[src/rtl/ctrl_pkg.sv]
// Shared control-bundle types for the ID->EX->MEM->WB control pipeline.
package ctrl_pkg;

    typedef struct packed {
        logic       alusrc;
        logic       mem_to_reg;
        logic       reg_write;
        logic       reg_dest;
        logic       mem_read;
        logic       mem_write;
        logic       isbranchtaken;
        logic       jump;
        logic [1:0] alu_op;
    } ctrl_bundle_t;

    localparam logic [1:0] ALU_OP_ADD    = 2'b00;
    localparam logic [1:0] ALU_OP_BRANCH = 2'b01;
    localparam logic [1:0] ALU_OP_RTYPE  = 2'b10;
    localparam logic [1:0] ALU_OP_ITYPE  = 2'b11;

    localparam ctrl_bundle_t CTRL_BUBBLE = '0;

    // Later stages only keep the controls they still consume.
    typedef struct packed {
        logic mem_read;
        logic mem_write;
        logic reg_write;
        logic mem_to_reg;
    } mem_ctrl_t;

    typedef struct packed {
        logic reg_write;
        logic mem_to_reg;
    } wb_ctrl_t;

    function automatic mem_ctrl_t to_mem_ctrl(input ctrl_bundle_t c);
        mem_ctrl_t m;
        m.mem_read   = c.mem_read;
        m.mem_write  = c.mem_write;
        m.reg_write  = c.reg_write;
        m.mem_to_reg = c.mem_to_reg;
        return m;
    endfunction

    function automatic wb_ctrl_t to_wb_ctrl(input mem_ctrl_t m);
        wb_ctrl_t w;
        w.reg_write  = m.reg_write;
        w.mem_to_reg = m.mem_to_reg;
        return w;
    endfunction

endpackage

[src/rtl/ctrl_stage_reg.sv]
// Generic pipeline register: flush clears to a bubble, load captures, otherwise holds.
module ctrl_stage_reg #(
    parameter int W = 8
) (
    input  logic         clk,
    input  logic         rst,
    input  logic [W-1:0] d,
    input  logic         load,
    input  logic         flush,
    output logic [W-1:0] q
);

    // Stage storage; flush has priority over load.
    always_ff @(posedge clk) begin
        if (rst) begin
            q <= '0;
        end else if (flush) begin
            q <= '0;
        end else if (load) begin
            q <= d;
        end else begin
            q <= q;
        end
    end

endmodule

[src/rtl/ctrl_pipe.sv]
// Control pipeline: carries decoder controls ID->EX->MEM->WB with load-use stall and branch squash.
module ctrl_pipe
    import ctrl_pkg::*;
#(
    parameter int REG_ADDR_W = 5,
    parameter int CNT_W      = 16,
    parameter bit HAZARD_EN  = 1'b1
) (
    input  logic                  clk_i,
    input  logic                  rst_i,
    input  logic                  id_valid_i,
    output logic                  id_ready_o,
    input  logic                  id_alusrc_i,
    input  logic                  id_mem_to_reg_i,
    input  logic                  id_reg_write_i,
    input  logic                  id_reg_dest_i,
    input  logic                  id_mem_read_i,
    input  logic                  id_mem_write_i,
    input  logic                  id_isbranchtaken_i,
    input  logic                  id_jump_i,
    input  logic [1:0]            id_alu_op_i,
    input  logic [REG_ADDR_W-1:0] id_rs1_i,
    input  logic [REG_ADDR_W-1:0] id_rs2_i,
    input  logic [REG_ADDR_W-1:0] id_rd_i,
    input  logic                  mem_stall_i,
    output logic                  ex_valid_o,
    output logic                  ex_alusrc_o,
    output logic                  ex_reg_dest_o,
    output logic [1:0]            ex_alu_op_o,
    output logic [REG_ADDR_W-1:0] ex_rd_o,
    output logic                  mem_valid_o,
    output logic                  mem_read_o,
    output logic                  mem_write_o,
    output logic [REG_ADDR_W-1:0] mem_rd_o,
    output logic                  wb_valid_o,
    output logic                  wb_reg_write_o,
    output logic                  wb_mem_to_reg_o,
    output logic [REG_ADDR_W-1:0] wb_rd_o,
    output logic                  redirect_o,
    output logic [CNT_W-1:0]      bubble_cnt_o
);

    localparam int EX_W  = 1 + REG_ADDR_W + $bits(ctrl_bundle_t);
    localparam int MEM_W = 1 + REG_ADDR_W + $bits(mem_ctrl_t);
    localparam int WB_W  = 1 + REG_ADDR_W + $bits(wb_ctrl_t);

    ctrl_bundle_t          id_ctrl;
    ctrl_bundle_t          ex_ctrl;
    mem_ctrl_t             mem_ctrl;
    wb_ctrl_t              wb_ctrl;
    logic                  ex_valid, mem_valid, wb_valid;
    logic [REG_ADDR_W-1:0] ex_rd, mem_rd, wb_rd;
    logic [EX_W-1:0]       ex_q;
    logic [MEM_W-1:0]      mem_q;
    logic [WB_W-1:0]       wb_q;
    logic                  advance, redirect, hazard, squash, bubble_inc;
    logic [CNT_W-1:0]      bubble_cnt;

    assign id_ctrl = '{alusrc: id_alusrc_i, mem_to_reg: id_mem_to_reg_i,
                       reg_write: id_reg_write_i, reg_dest: id_reg_dest_i,
                       mem_read: id_mem_read_i, mem_write: id_mem_write_i,
                       isbranchtaken: id_isbranchtaken_i, jump: id_jump_i,
                       alu_op: id_alu_op_i};

    assign {ex_valid, ex_rd, ex_ctrl}    = ex_q;
    assign {mem_valid, mem_rd, mem_ctrl} = mem_q;
    assign {wb_valid, wb_rd, wb_ctrl}    = wb_q;

    assign advance  = ~mem_stall_i;
    assign redirect = ex_valid & (ex_ctrl.isbranchtaken | ex_ctrl.jump);

    // Load-use detection against the instruction waiting in decode; x0 never hazards.
    always_comb begin
        hazard = 1'b0;
        if (HAZARD_EN && ex_valid && ex_ctrl.mem_read && (ex_rd != '0) && id_valid_i &&
            ((ex_rd == id_rs1_i) || (ex_rd == id_rs2_i))) begin
            hazard = 1'b1;
        end else begin
            hazard = 1'b0;
        end
    end

    // Decode handshake in priority order reset > stall > redirect > load-use > advance.
    always_comb begin
        id_ready_o = 1'b0;
        if (rst_i) begin
            id_ready_o = 1'b0;
        end else if (mem_stall_i) begin
            id_ready_o = 1'b0;
        end else if (redirect) begin
            id_ready_o = id_valid_i;
        end else begin
            id_ready_o = ~hazard;
        end
    end

    assign squash     = redirect | hazard | ~id_valid_i;
    assign bubble_inc = advance & (redirect ? id_valid_i : hazard);

    ctrl_stage_reg #(.W(EX_W)) u_ex (
        .clk(clk_i), .rst(rst_i),
        .d({1'b1, id_rd_i, id_ctrl}),
        .load(advance), .flush(advance & squash),
        .q(ex_q)
    );

    ctrl_stage_reg #(.W(MEM_W)) u_mem (
        .clk(clk_i), .rst(rst_i),
        .d({ex_valid, ex_rd, to_mem_ctrl(ex_ctrl)}),
        .load(advance), .flush(1'b0),
        .q(mem_q)
    );

    ctrl_stage_reg #(.W(WB_W)) u_wb (
        .clk(clk_i), .rst(rst_i),
        .d({mem_valid, mem_rd, to_wb_ctrl(mem_ctrl)}),
        .load(advance), .flush(1'b0),
        .q(wb_q)
    );

    // Saturating count of inserted bubbles.
    always_ff @(posedge clk_i) begin
        if (rst_i) begin
            bubble_cnt <= '0;
        end else if (bubble_inc && (bubble_cnt != {CNT_W{1'b1}})) begin
            bubble_cnt <= bubble_cnt + {{(CNT_W-1){1'b0}}, 1'b1};
        end else begin
            bubble_cnt <= bubble_cnt;
        end
    end

    assign ex_valid_o      = ex_valid;
    assign ex_alusrc_o     = ex_ctrl.alusrc;
    assign ex_reg_dest_o   = ex_ctrl.reg_dest;
    assign ex_alu_op_o     = ex_ctrl.alu_op;
    assign ex_rd_o         = ex_rd;
    assign mem_valid_o     = mem_valid;
    assign mem_read_o      = mem_ctrl.mem_read;
    assign mem_write_o     = mem_ctrl.mem_write;
    assign mem_rd_o        = mem_rd;
    assign wb_valid_o      = wb_valid;
    assign wb_reg_write_o  = wb_ctrl.reg_write;
    assign wb_mem_to_reg_o = wb_ctrl.mem_to_reg;
    assign wb_rd_o         = wb_rd;
    assign redirect_o      = redirect;
    assign bubble_cnt_o    = bubble_cnt;

endmodule

[config.mk]
export PLATFORM = sky130hd
export DESIGN_NAME = ctrl_pipe
export DESIGN_NICKNAME = d
export VERILOG_FILES = /design/src/rtl/ctrl_pkg.sv /design/src/rtl/ctrl_stage_reg.sv /design/src/rtl/ctrl_pipe.sv
export SDC_FILE = /design/constraint.sdc
export NUM_CORES = 1
export LEC_CHECK = 0
export ABC_CLOCK_PERIOD_IN_PS = 4850
export BUFFER_PORTS_ARGS = -buffer_cell sky130_fd_sc_hd__buf_2
export CORE_ASPECT_RATIO = 1.25
export CORE_MARGIN = 2
export CORE_UTILIZATION = 50
export CTS_CLUSTER_DIAMETER = 200
export DETAILED_ROUTE_END_ITERATION = 10
export PLACE_DENSITY_LB_ADDON = 0.08
export SETUP_SLACK_MARGIN = 0.15
export SLEW_MARGIN = 10
export SYNTH_ARGS = -nofsm -noshare
export SYNTH_HDL_FRONTEND = slang
export SYNTH_HIERARCHICAL = 1
export SYNTH_SLANG_ARGS = --single-unit
[constraint.sdc]
create_clock -name clk_i -period 4.85 [get_ports clk_i]
set_input_delay 0 -clock clk_i [delete_from_list [all_inputs] [get_ports clk_i]]
set_output_delay 0 -clock clk_i [all_outputs]
set_load 0.02 [all_outputs]
==> results.json <==
{
  "critPathCaptureType": "flip-flop",
  "hold_violations": 0,
  "internal_power_uw": 614,
  "path_class": "flip-flop to flip-flop",
  "clockBufferDepth": 2,
  "p_sw_uw": 192,
  "syn_area_sq_um": 2330,
  "synth_ff_type": "dfxtp_1",
  "rsz0062_at_grt": "no",
  "seq_power_share_pct": 52.9,
  "antenna_left": 0,
  "n_antenna_cell": 0,
  "grt_usage_pct": 21.1,
  "synthCells": 252,
  "io_pins": 73,
  "final_nets": 365,
  "yosys_warnings": 6,
  "first_pass_iters": 4,
  "async_flop_share_pct": 0,
  "drc": 0,
  "cts_tree": "done",
  "tightest_slew_ns": 0.969,
  "synth_compound_area_share_pct": 9.04,
  "core_sq_um": 4430,
  "drtIter0Drc": 62,
  "post-route-period-util_pct": 44.8,
  "dieArea_sq_um": 5220,
  "synthTopCellsByArea": "dfxtp_1 43%, mux2i_1 15%, nor2_1 7.3%",
  "slew_headroom_pct": 35.3,
  "power.share.clock_pct": 36.7,
  "cts-resized-gates": 0,
  "cts.clk_slew.worst_paths_ns": 0.09,
  "start_util_pct": 52.6,
  "ir_worst_vdd_uv": 267,
  "status": "finished clean",
  "synth_top_area_share_pct": 43.0,
  "overflow": 0,
  "gp_congestion": 0.867,
  "achievable-frequency_ghz": 0.460,
  "p_leak_nw": 1.30,
  "fillers": 382,
  "mostFrequentLayoutCells": "72 x buf_2, 50 x dfxtp_1, 45 x nor2_1, 34 x mux2i_1, 15 x dlygate4sd3_1",
  "h-tree-depth": 2,
  "period_minus_slack_ns": 2.17,
  "finalSetupViolations": 0,
  "yosys.area_share.adder_pct": 0.538,
  "final_core_util_pct": 66.2,
  "synth_top_family_by_area": "simple AND/OR/NAND/NOR gates",
  "drive_above_1_share_pct": 26.8,
  "synth_top_area_cell": "dfxtp_1",
  "grt_pass1_vias": 1860,
  "fin_worst_skew_ns": 0.00512,
  "areaGrowthSynthToFinish_pct": 25.9,
  "grt_pass1_wl_um": 8640,
  "cp_data_required_time_ns": 5.05,
  "mostFrequentLayoutCell": "buf_2",
  "synth.area.mux_share_pct": 16.6,
  "clk_latency_ns": 0.31,
  "comb_power_share_pct": 10.4,
  "root_buffer": "clkbuf_8",
  "cp_max_fo": 22,
  "power_density_nw_per_um2": 275,
  "synthXorXnorAreaFrac_pct": 4.14,
  "synth.avg_cell_area_sq_um": 9.23,
  "power_uw": 806,
  "wl_um": 5240,
  "max-cap-violations": 0,
  "die_y_um": 80.3,
  "ys_ff_latch": 50,
  "finalSetupTns_ns": 0,
  "p_sw_share_pct": 23.8,
  "io_buffers": 72,
  "cts_buffers": 5,
  "ys_types": 43,
  "grt_max_degree": 38,
  "wl_per_cell_um": 13.3,
  "synth_enable_flop_cells": 0,
  "num_vias": 2017,
  "cp.arrival_ns": 2.38,
  "vias_per_cell": 5.12,
  "placementRows": 27,
  "die_w_um": 65.0,
  "slew_viol_final": 0,
  "cts_sinks": 50,
  "worstHoldPathType": "input port to flip-flop",
  "antenna_found_initial": 0,
  "dp_hpwl_um": 3530,
  "ys_seq_area_share_pct": 43.0,
  "start_kind": "flip-flop",
  "synth-simple-area-share_pct": 21.2
}
==> worst max-delay path, stage by stage (launching register included) <==
cell and delay [ns]:
dfxtp_1 0.48, xnor2_1 0.16, nand3_1 0.11, o22ai_2 0.29, a21oi_2 0.26, nor4b_1 0.39, mux2_2 0.37
==> layout make-up <==
cell class / count / area, sq um / area share, %
Multi-Input combinational cell: 185 / 1210 / 41.3
Timing Repair Buffer: 87 / 510 / 17.4
Sequential cell: 50 / 1000 / 34.2
Clock buffer: 5 / 68.8 / 2.35
Inverter: 6 / 22.5 / 0.769
Tap cell: 58 / 72.6 / 2.48
Clock inverter: 3 / 43.8 / 1.50
==> timing repair <==
action | 4_1_cts | 5_1_grt
hold buffers | 15 | 0
buffers inserted | 0 | 0
hold endpoints to repair | 15 | 0
==> power groups by stage <==
stage                     sequential, mW  clock [mW]  combinational (mW)
after detailed placement           0.436           0              0.0736
after global routing               0.428       0.317              0.0916
final                              0.426       0.295              0.0841
after global placement             0.436           0              0.0730
after floorplan                    0.441           0              0.0476
after CTS                          0.426       0.304              0.0833
==> cell families after synthesis <==
logic type | count (synthesis)
compound gates | 32
xor+xnor | 11
fa+ha+maj | 1
buf+inv | 18
flops | 50
mux | 38
other cells | 2
simple gates | 100
==> per-layer routing <==
layer | vias up | global-route usage [%] | share of wire, % | routed length (um)
li1 | 1037 | - | - | -
met1 | 923 | 25.6 | 44 | 2320
met2 | 49 | 36.7 | 50 | 2600
met3 | 8 | 3.92 | 4.5 | 237
met4 | 0 | 7.87 | 1.6 | 83
met5 | - | 0 | 0 | 0
==> sequential cells by signal (all words and copies together), names as in the netlist <==
| register | cells |
|---|---|
| bubble_cnt_o | 16 |
| u_ex/q | 16 |
| u_mem/q | 10 |
| u_wb/q | 8 |
==> synth_stat cells, drive strengths merged, types with 2 or more instances <==
cell    instances
a21oi          12
a31oi           2
buf             9
clkbuf          3
conb            2
dfxtp          50
inv             6
mux2            4
mux2i          34
nand2          11
nand3          10
nand4           3
nor2           46
nor2b           5
nor3            2
nor3b           2
nor4            3
nor4b           2
o21ai           5
o31ai           5
or2             5
or3             5
or4             5
xnor2          10
==> stage by stage <==
stage	cell area [sq um]	hold WS, ns	cells	setup slack (ns)
2_1_floorplan	2330	0.0887	253	2.85
3_3_place_gp	2670	0.236	371	2.59
3_5_place_dp	2670	0.244	371	2.56
4_1_cts	2930	0.0999	394	2.65
5_1_grt	2930	0.141	394	2.53
6_report	2930	0.102	394	2.68
==> path summary, 6_finish.rpt <==
| check | from | end | slack [ns] | cells after the start |
|---|---|---|---|---|
| hold reg to reg | u_wb/q[7] | u_wb/q[7] | 0.49 | 2 |
| setup / recovery | u_ex/q[12] | bubble_cnt_o[3] | 2.68 | 6 |
| setup reg to reg | u_ex/q[12] | bubble_cnt_o[3] | 2.68 | 6 |
| hold / removal | rst_i | bubble_cnt_o[0] | 0.10 | 2 |
No activity file was read; power rests on OpenSTA's default activity.
